--- src/rtl/serial_subtractor.sv ---
// Bit-serial N-bit subtractor: one full-subtractor cell plus a borrow flop, LSB first.
// Optional signed-overflow output is enabled by defining SERSUB_SIGNED_OVF_EN.
module serial_subtractor #(
    parameter int unsigned N = 8
) (
    input  logic         clk,
    input  logic         rst,
    input  logic         start,
    input  logic [N-1:0] a,
    input  logic [N-1:0] b,
    input  logic         bin,
    output logic         ready,
    output logic         done,
    output logic [N-1:0] diff,
    output logic         bout
`ifdef SERSUB_SIGNED_OVF_EN
    ,
    output logic         ovf
`endif
);

    localparam int unsigned CW = $clog2(N) + 1;

    typedef enum logic [1:0] {
        IDLE  = 2'd0,
        SHIFT = 2'd1,
        DONE  = 2'd2
    } state_t;

    state_t         state, state_n;
    logic [N-1:0]   a_sr, a_sr_n;
    logic [N-1:0]   b_sr, b_sr_n;
    logic           br, br_n;
    logic [CW-1:0]  cnt, cnt_n;
    logic           ready_n, done_n, bout_n;
    logic [N-1:0]   diff_n;
    logic           d_bit_c, br_nx_c;
`ifdef SERSUB_SIGNED_OVF_EN
    logic           a_msb, a_msb_n, b_msb, b_msb_n, ovf_n;
`endif

    // Full-subtractor cell on the current LSBs
    assign d_bit_c = a_sr[0] ^ b_sr[0] ^ br;
    assign br_nx_c = (~a_sr[0] & b_sr[0]) | (~a_sr[0] & br) | (b_sr[0] & br);

    always_comb begin
        state_n = state;
        a_sr_n  = a_sr;
        b_sr_n  = b_sr;
        br_n    = br;
        cnt_n   = cnt;
        diff_n  = diff;
        bout_n  = bout;
        done_n  = 1'b0;
`ifdef SERSUB_SIGNED_OVF_EN
        a_msb_n = a_msb;
        b_msb_n = b_msb;
        ovf_n   = ovf;
`endif
        case (state)
            IDLE: begin
                if (start) begin
                    a_sr_n  = a;
                    b_sr_n  = b;
                    br_n    = bin;
                    cnt_n   = '0;
                    state_n = SHIFT;
`ifdef SERSUB_SIGNED_OVF_EN
                    a_msb_n = a[N-1];
                    b_msb_n = b[N-1];
`endif
                end
            end
            SHIFT: begin
                diff_n = {d_bit_c, diff[N-1:1]};
                a_sr_n = a_sr >> 1;
                b_sr_n = b_sr >> 1;
                br_n   = br_nx_c;
                // Last bit: publish final borrow alongside the completed diff
                if (cnt == CW'(N - 1)) begin
                    state_n = DONE;
                    done_n  = 1'b1;
                    bout_n  = br_nx_c;
`ifdef SERSUB_SIGNED_OVF_EN
                    ovf_n   = (a_msb != b_msb) && (d_bit_c != a_msb);
`endif
                end else begin
                    cnt_n = cnt + CW'(1);
                end
            end
            DONE: begin
                state_n = IDLE;
            end
            default: begin
                state_n = IDLE;
            end
        endcase
        ready_n = (state_n == IDLE);
    end

    always_ff @(posedge clk) begin
        if (rst) begin
            state <= IDLE;
            a_sr  <= '0;
            b_sr  <= '0;
            br    <= 1'b0;
            cnt   <= '0;
            ready <= 1'b1;
            done  <= 1'b0;
            diff  <= '0;
            bout  <= 1'b0;
`ifdef SERSUB_SIGNED_OVF_EN
            a_msb <= 1'b0;
            b_msb <= 1'b0;
            ovf   <= 1'b0;
`endif
        end else begin
            state <= state_n;
            a_sr  <= a_sr_n;
            b_sr  <= b_sr_n;
            br    <= br_n;
            cnt   <= cnt_n;
            ready <= ready_n;
            done  <= done_n;
            diff  <= diff_n;
            bout  <= bout_n;
`ifdef SERSUB_SIGNED_OVF_EN
            a_msb <= a_msb_n;
            b_msb <= b_msb_n;
            ovf   <= ovf_n;
`endif
        end
    end

endmodule

--- config.mk ---
export PLATFORM = sky130hd
export DESIGN_NAME = serial_subtractor
export DESIGN_NICKNAME = d
export VERILOG_FILES = /design/src/rtl/serial_subtractor.sv
export SDC_FILE = /design/constraint.sdc
export NUM_CORES = 1
export LEC_CHECK = 0
export CORE_MARGIN = 2
export CORE_UTILIZATION = 25
export DETAILED_ROUTE_END_ITERATION = 16
export PLACE_DENSITY = 0.55
export SETUP_SLACK_MARGIN = 0.5
export SYNTH_ARGS = -nofsm -noshare
export SYNTH_HDL_FRONTEND = slang
export SYNTH_SLANG_ARGS = --single-unit
--- constraint.sdc ---
create_clock -name clk -period 1.5 [get_ports clk]
set_input_delay 0.3 -clock clk [delete_from_list [all_inputs] [get_ports clk]]
set_output_delay 0.3 -clock clk [all_outputs]
set_load 0.02 [all_outputs]
==> impl_results.md, run 1 <==
* Multiplexer share of the synthesized area at 0
* Top delay family on crit path: simple AND/OR/NAND/NOR gates
* CP Launch Type: flip-flop
* Slew at the pin closest to its max-slew limit at 297 ps
* Max VDD drop at 0.000697 V
* Internal power at 1.55 mW
* R2r endpoint: cnt[1]$_SDFFE_PP0P_
* Total wire length at 4010 um
* Layout Nets at 253
* Vias in the first global route at 1310
* Die ar. at 6160 sq um
* Vias/cell at 4.54
* Hold WC Path Type: reg2reg
* Clock Latency Late Sink at 280 ps
* Max transition margin at 0.799
* Fmax at 785 MHz
* Adder-Cell Fraction of Synth Area at 0.0234
* Ys Warns at 0
* Syn Std Cell Area at 1390 sq um
* Drc violations at 0
* Critical-path top delay cell: dfxtp_4
* Core area at 5440 sq um
* Largest net degree at the start of global routing at 21
* Path depth of the worst reg2reg path at 4
* Pwr dens at 806 nW/um^2
* Switching part of the total at 0.268
* Main combinational cell family by area after synthesis: simple AND/OR/NAND/NOR gates
* Most common cell after layout, fill and taps aside: buf_6
* Initial antenna violation count at 0
* Fin crit share at 0.849
* Post-DP HPWL at 2160 um
* Synthesized flop and latch total at 34
* Setup violators final at 0
* Max Root-Sink Buffers at 2
* Worst-path clk slew at 60 ps
* Worst EP required at 1730 ps
* Most frequent cells in the layout: 22 x buf_6, 20 x a21oi_2, 19 x buf_4
* Ys async rst share at 0
* Combinational power share at 0.232
* Die width at 78.5 um
* Root Buffer: clkbuf_8
* Non-Filler Instances at 303
* Max Clock Skew at 4.92 ps
* CTS tree: done
* Status: complete, no violations
* Inserted Clock Buffers at 5
* Area share of xor/xnor cells in the synthesized design at 0
* Psw at 567 uW
* Fill cell count at 526
* Number of max-cap violations at 0
* FF-to-FF Start: cnt[0]$_SDFFE_PP0P_
* Via Count at 1376
* Drt first-iter violations at 27
* Starting density of the core at 0.255
* Design Area, Final at 2630 sq um
* CP endpoint kind: flip-flop
* Post-synthesis sequential area ratio at 0.491
* Hold_sp: diff[0]$_SDFFE_PP0P_
* Post-layout minimum cycle time at 1270 ps
* N_diodes at 0
* Io pins at 31
* Average cell area after synthesis at 8.46 sq um
* Crit-path cells: ha_4 > and3b_1 > nor4b_1 > a31o_2
* Area fraction in compound gates after synthesis at 0.217
* Sequential power share at 0.471
* Layout cells sized above 1 at 0.610
* WL per Instance at 13.2 um
* DP Area at 1910 sq um
* Netlist cell types at 33
* GRT overflow at 0
* Max-slew violation count at 0
* RSZ-0062 raised after global routing: true
* Hold Path Sink: diff[0]$_SDFFE_PP0P_
* Slowest stage delay, CP at 360 ps
* Post-synthesis simple-gate area fraction at 0.220
* Synth Net Count at 186
* Clk network pwr share at 0.298
* DRT antenna net count at 0
* Number of clock sinks at 34
* Top FF cell, synth: dfxtp_1
* CP Data Arrival Time at 1500 ps
* Site Rows at 27
* Drt pass-1 iters at 4
* Gp weighted congestion at 0.747
* I/O Buffers at 30
* # placed instances at 265
* Post-Syn Instances at 164
* Layout area overhead at 89.4%
* Hold Buf Count CTS at 0
* Total power draw at 2.12 mW
* Pleak at 1.09 nW
* First-pass GRT wire length at 6310 um
* Total track usage at 0.130
* CP bufs+invs at 0
* Hold depth at 2
* Setup Crit Path Kind: reg2reg
* Hold slack at 471 ps
* Endpoints failing hold at 0
* CP Max Fanout at 4
* FF-to-FF setup slack at 230 ps
* Die Y at 78.5 um
* H-tree depth reported by CTS at 2
* Number of synthesized flops with an enable pin at 0
-- synth_stat cells (2+ instances only) --
| master | count | area share |
|---|---|---|
| a211oi_1 | 14 | 0.076 |
| nor3_1 | 3 | 0.011 |
| o21ai_0 | 2 | 0.0072 |
| nor2_1 | 19 | 0.051 |
| dfxtp_1 | 34 | 0.49 |
| and3b_1 | 2 | 0.013 |
| buf_1 | 2 | 0.0054 |
| nand2_1 | 30 | 0.081 |
| a31o_2 | 2 | 0.013 |
| clkbuf_1 | 2 | 0.0054 |
| buf_2 | 6 | 0.022 |
| nand2b_1 | 2 | 0.0090 |
| a21oi_1 | 24 | 0.087 |
| a22oi_1 | 2 | 0.011 |
| nand3_1 | 2 | 0.0072 |
-- worst max path at each step --
stage / startpoint / slack [ps] / endpoint / depth (start not counted)
2_1_floorplan: br$_SDFFE_PP0P_ / 300 / br$_SDFFE_PP0P_ / 4
3_3_place_gp: start / -60 / br$_SDFFE_PP0P_ / 4
3_5_place_dp: start / -100 / a_sr[3]$_SDFFE_PP0P_ / 6
4_1_cts: br$_SDFFE_PP0P_ / 270 / br$_SDFFE_PP0P_ / 4
5_1_grt: state[0]$_SDFF_PP0_ / 190 / diff[1]$_SDFFE_PP0P_ / 6
6_report: cnt[0]$_SDFFE_PP0P_ / 230 / cnt[1]$_SDFFE_PP0P_ / 4
-- power by group through the flow --
stage          Sequential [mW]  Combinational (mW)  Clock (mW)
6_report                 0.996               0.491       0.630
5_1_grt                   1.00               0.531       0.679
4_1_cts                  0.992               0.415       0.650
3_5_place_dp              1.01               0.298           0
3_3_place_gp              1.01               0.298           0
2_1_floorplan             1.01               0.186           0
-- cell families (layout without fill, tap and decap cells) --
logic type	Yosys count	in the layout
DFF	34	34
adders and majority gates	2	2
buffers and inverters	13	79
AOI/OAI and AO/OA	48	48
and+or+nand+nor	67	68
-- worst register-to-register path: stages, from the launching register on --
cell	delay, ps
dfxtp_4	360
ha_4	160
and3b_1	240
nor4b_1	310
a31o_2	150
-- sequential cells by signal (all words and copies together) (netlist names) --
signal	count
done	1
bout	1
b_sr	8
cnt	4
diff	8
state	2
ready	1
br	1
a_sr	8
-- per-layer routing --
| layer | up-vias | share of wire | GRT usage |
|---|---|---|---|
| li1 | 709 | - | - |
| met1 | 635 | 0.48 | 0.173 |
| met2 | 26 | 0.46 | 0.200 |
| met3 | 6 | 0.041 | 0.0368 |
| met4 | 0 | 0.013 | 0.0474 |
| met5 | - | 0 | 0 |
-- layout make-up --
cell class                 instances  area, sq um  area share
clock buffer                       7         76.3      0.0290
inverter                           1         3.75     0.00143
multi-input combinational        118          948       0.361
sequential                        34          712       0.271
tap                               72         90.1      0.0343
timing repair buffer              71          797       0.303
-- metrics by stage --
| stage | util | worst slack (ps) | TNS [ps] |
|---|---|---|---|
| 2_1_floorplan | - | 298 | 0 |
| 5_1_grt | 0.483 | 194 | 0 |
| 6_report | 0.483 | 226 | 0 |
| 3_5_place_dp | 0.350 | -99.2 | -1030 |
| 3_3_place_gp | 0.350 | -60.7 | -604 |
| 4_1_cts | 0.434 | 273 | 0 |
-- timing repair --
action                                  in CTS  in global routing
buffers inserted                            19                  8
gates cloned                                 3                  1
pin swaps                                   17                 25
endpoints found under the setup margin      45                 45
resized for setup                          113                 47
No activity file was read; power rests on OpenSTA's default activity.
==> inputs of run 2 (changes only) <==
- clock period: 1.5 -> 1.25 ns (I/O delays scaled with it)
==> impl_results.md, run 2 (same netlist as run 1, synthesis figures left out) <==
* Layout area overhead at 80.3%
* Max Root-Sink Buffers at 2 (unchanged)
* Layout cells sized above 1 at 0.524 (-0.0864)
* Die ar. at 6160 sq um (unchanged)
* Slew at the pin closest to its max-slew limit at 288 ps (-8.82 ps)
* FF+latch area at 708 sq um (-0.53%)
* Design Area, Final at 2500 sq um (-4.8%)
* Hold WC Path Type: reg2reg
* Hold Buf Count CTS at 0 (unchanged)
* CP Capture Point: br$_SDFFE_PP0P_
* Io pins at 31 (unchanged)
* WL per Instance at 12.8 um (-3.1%)
* Layout Nets at 250 (-1.2%)
* I/O Buffers at 30 (unchanged)
* Non-Filler Instances at 301 (-0.66%)
* Hold slack at 493 ps (+21.8 ps)
* Critical Path Start: br$_SDFFE_PP0P_
* R2r endpoint: br$_SDFFE_PP0P_
* Max-slew violation count at 0 (unchanged)
* Fill cell count at 538 (+2.3%)
* Post-DP HPWL at 2260 um (+4.5%)
* Most common cell after layout, fill and taps aside: nand2_1
* Total wire length at 3860 um (-3.7%)
* Setup Crit Path Kind: reg2reg
* Max transition margin at 0.808 (+0.00867)
* GRT overflow at 0 (unchanged)
* Drt first-iter violations at 72 (+170%)
* Vias in the first global route at 1392 (+6.3%)
* Vias/cell at 4.64 (+2.1%)
* Inserted Clock Buffers at 5 (unchanged)
* Number of clock sinks at 34 (unchanged)
* Total power draw at 2.93 mW (+38%)
* Post-layout minimum cycle time at 1230 ps (-40.5 ps)
* Setup violators final at 0 (unchanged)
* Via Count at 1396 (+1.5%)
* FF-to-FF Start: br$_SDFFE_PP0P_
* Fin util at 0.460 (-0.0230)
* Die Y at 78.5 um (unchanged)
* Gp weighted congestion at 0.741 (-0.80%)
* CP Data Arrival Time at 1410 ps (-90 ps)
* Setup slack after layout at 16.7 ps (-210 ps)
* Largest net degree at the start of global routing at 18 (-14%)
* Clock Latency Late Sink at 290 ps (about the same)
* Most frequent cells in the layout: 27 x nand2_1, 23 x buf_4, 21 x buf_6
* N_diodes at 0 (unchanged)
* CP Launch Type: flip-flop
* Root Buffer: clkbuf_8
* Drc violations at 0 (unchanged)
* Worst EP required at 1430 ps (-300 ps)
* First-pass GRT wire length at 6580 um (+4.3%)
* DP Worst Slack at -321 ps (-222 ps)
* Fmax at 811 MHz (+3.3%)
* Top flop regs: a_sr x8, b_sr x8, diff x8
* Sum Neg Setup Slack at 0 ps (unchanged)
* Starting density of the core at 0.255 (unchanged)
* Path depth of the worst reg2reg path at 4 (unchanged)
* FF-to-FF setup slack at 20 ps (-210 ps)
* Max Clock Skew at 4.75 ps (-0.174 ps)
* Drt pass-1 iters at 4 (unchanged)
* Core area at 5440 sq um (unchanged)
* DRT antenna net count at 0 (unchanged)
* Pleak at 0.987 nW (-9.4%)
* Site Rows at 27 (unchanged)
* H-tree depth reported by CTS at 2 (unchanged)
* Initial antenna violation count at 0 (unchanged)
* CTS tree: done
* DP Area at 1950 sq um (+2.4%)
* Max VDD drop at 0.000435 V (-38%)
* Area occupied by multi-input gates at 881 sq um (-7.1%)
* Die width at 78.5 um (unchanged)
* Number of max-cap violations at 0 (unchanged)
* Fin crit share at 0.987 (+0.137)
* CP Max Fanout at 2 (-2)
* Endpoints failing hold at 0 (unchanged)
* Status: complete, no violations
* RSZ-0062 raised after global routing: true
* Total track usage at 0.136 (+0.00601)
* CP endpoint kind: flip-flop
* Worst-path clk slew at 70 ps (about the same)
* # placed instances at 268 (+1.1%)
* Pwr dens at 1170 nW/um^2 (+45%)
## run 2: cell count changes in the layout (fill, tap and decap cells not counted), sizes merged
cell          before  now
bufinv             0    1
buf               51   47
dlygate4sd2        1    2
dlymetal6s2s       1    0
o21ba              1    2
## run 2: layout make-up
cell class | count | area share
clock buffers | 7 | 0.0430
flip-flops and latches | 34 | 0.283
repair buffers | 67 | 0.272
inverters | 1 | 0.00150
multi-input cells | 119 | 0.352
well taps | 72 | 0.0360
clock inverters | 1 | 0.0120
## run 2: power breakdown
part,switching (mW),internal [mW],total [mW]
registers,0.0491,1.14,1.19
logic,0.240,0.304,0.543
clock network,0.420,0.770,1.19
total,0.709,2.22,2.93
## run 2: metal layers
layer  global-route usage  share of wire
met4               0.0667          0.015
met3               0.0356          0.032
met2                0.210           0.47
met5                    0              0
met1                0.175           0.48
## run 2: how the worst min path moves through the flow
stage / start / to / slack [ps] / cells past startpoint
finish: bout$_SDFFE_PP0P_ / bout$_SDFFE_PP0P_ / 490 / 2
floorplan: rst / ready$_SDFF_PP1_ / 370 / 1
global placement: diff[0]$_SDFFE_PP0P_ / diff[0]$_SDFFE_PP0P_ / 450 / 2
CTS: diff[0]$_SDFFE_PP0P_ / diff[0]$_SDFFE_PP0P_ / 470 / 2
detailed placement: diff[0]$_SDFFE_PP0P_ / diff[0]$_SDFFE_PP0P_ / 450 / 2
global route: bout$_SDFFE_PP0P_ / bout$_SDFFE_PP0P_ / 520 / 2
## run 2: what timing repair did
item                                    4_1_cts  5_1_grt
endpoints found under the setup margin       45       45
pin swaps                                     4       10
gates cloned                                  4        1
resized for setup                            93       30
setup buffers                                15        5
## run 2: worst max-delay path, cell delays in order (launching register included)
cell     delay [ps]
dfxtp_2         330
fa_2            390
or2b_1          240
a21oi_2         120
nor3_1           50
==> inputs of run 3 (changes only) <==
- CAP_MARGIN: default -> 20
==> results of run 3 <==
No change in the layout: final DEF, timing and power equal those of run 2.
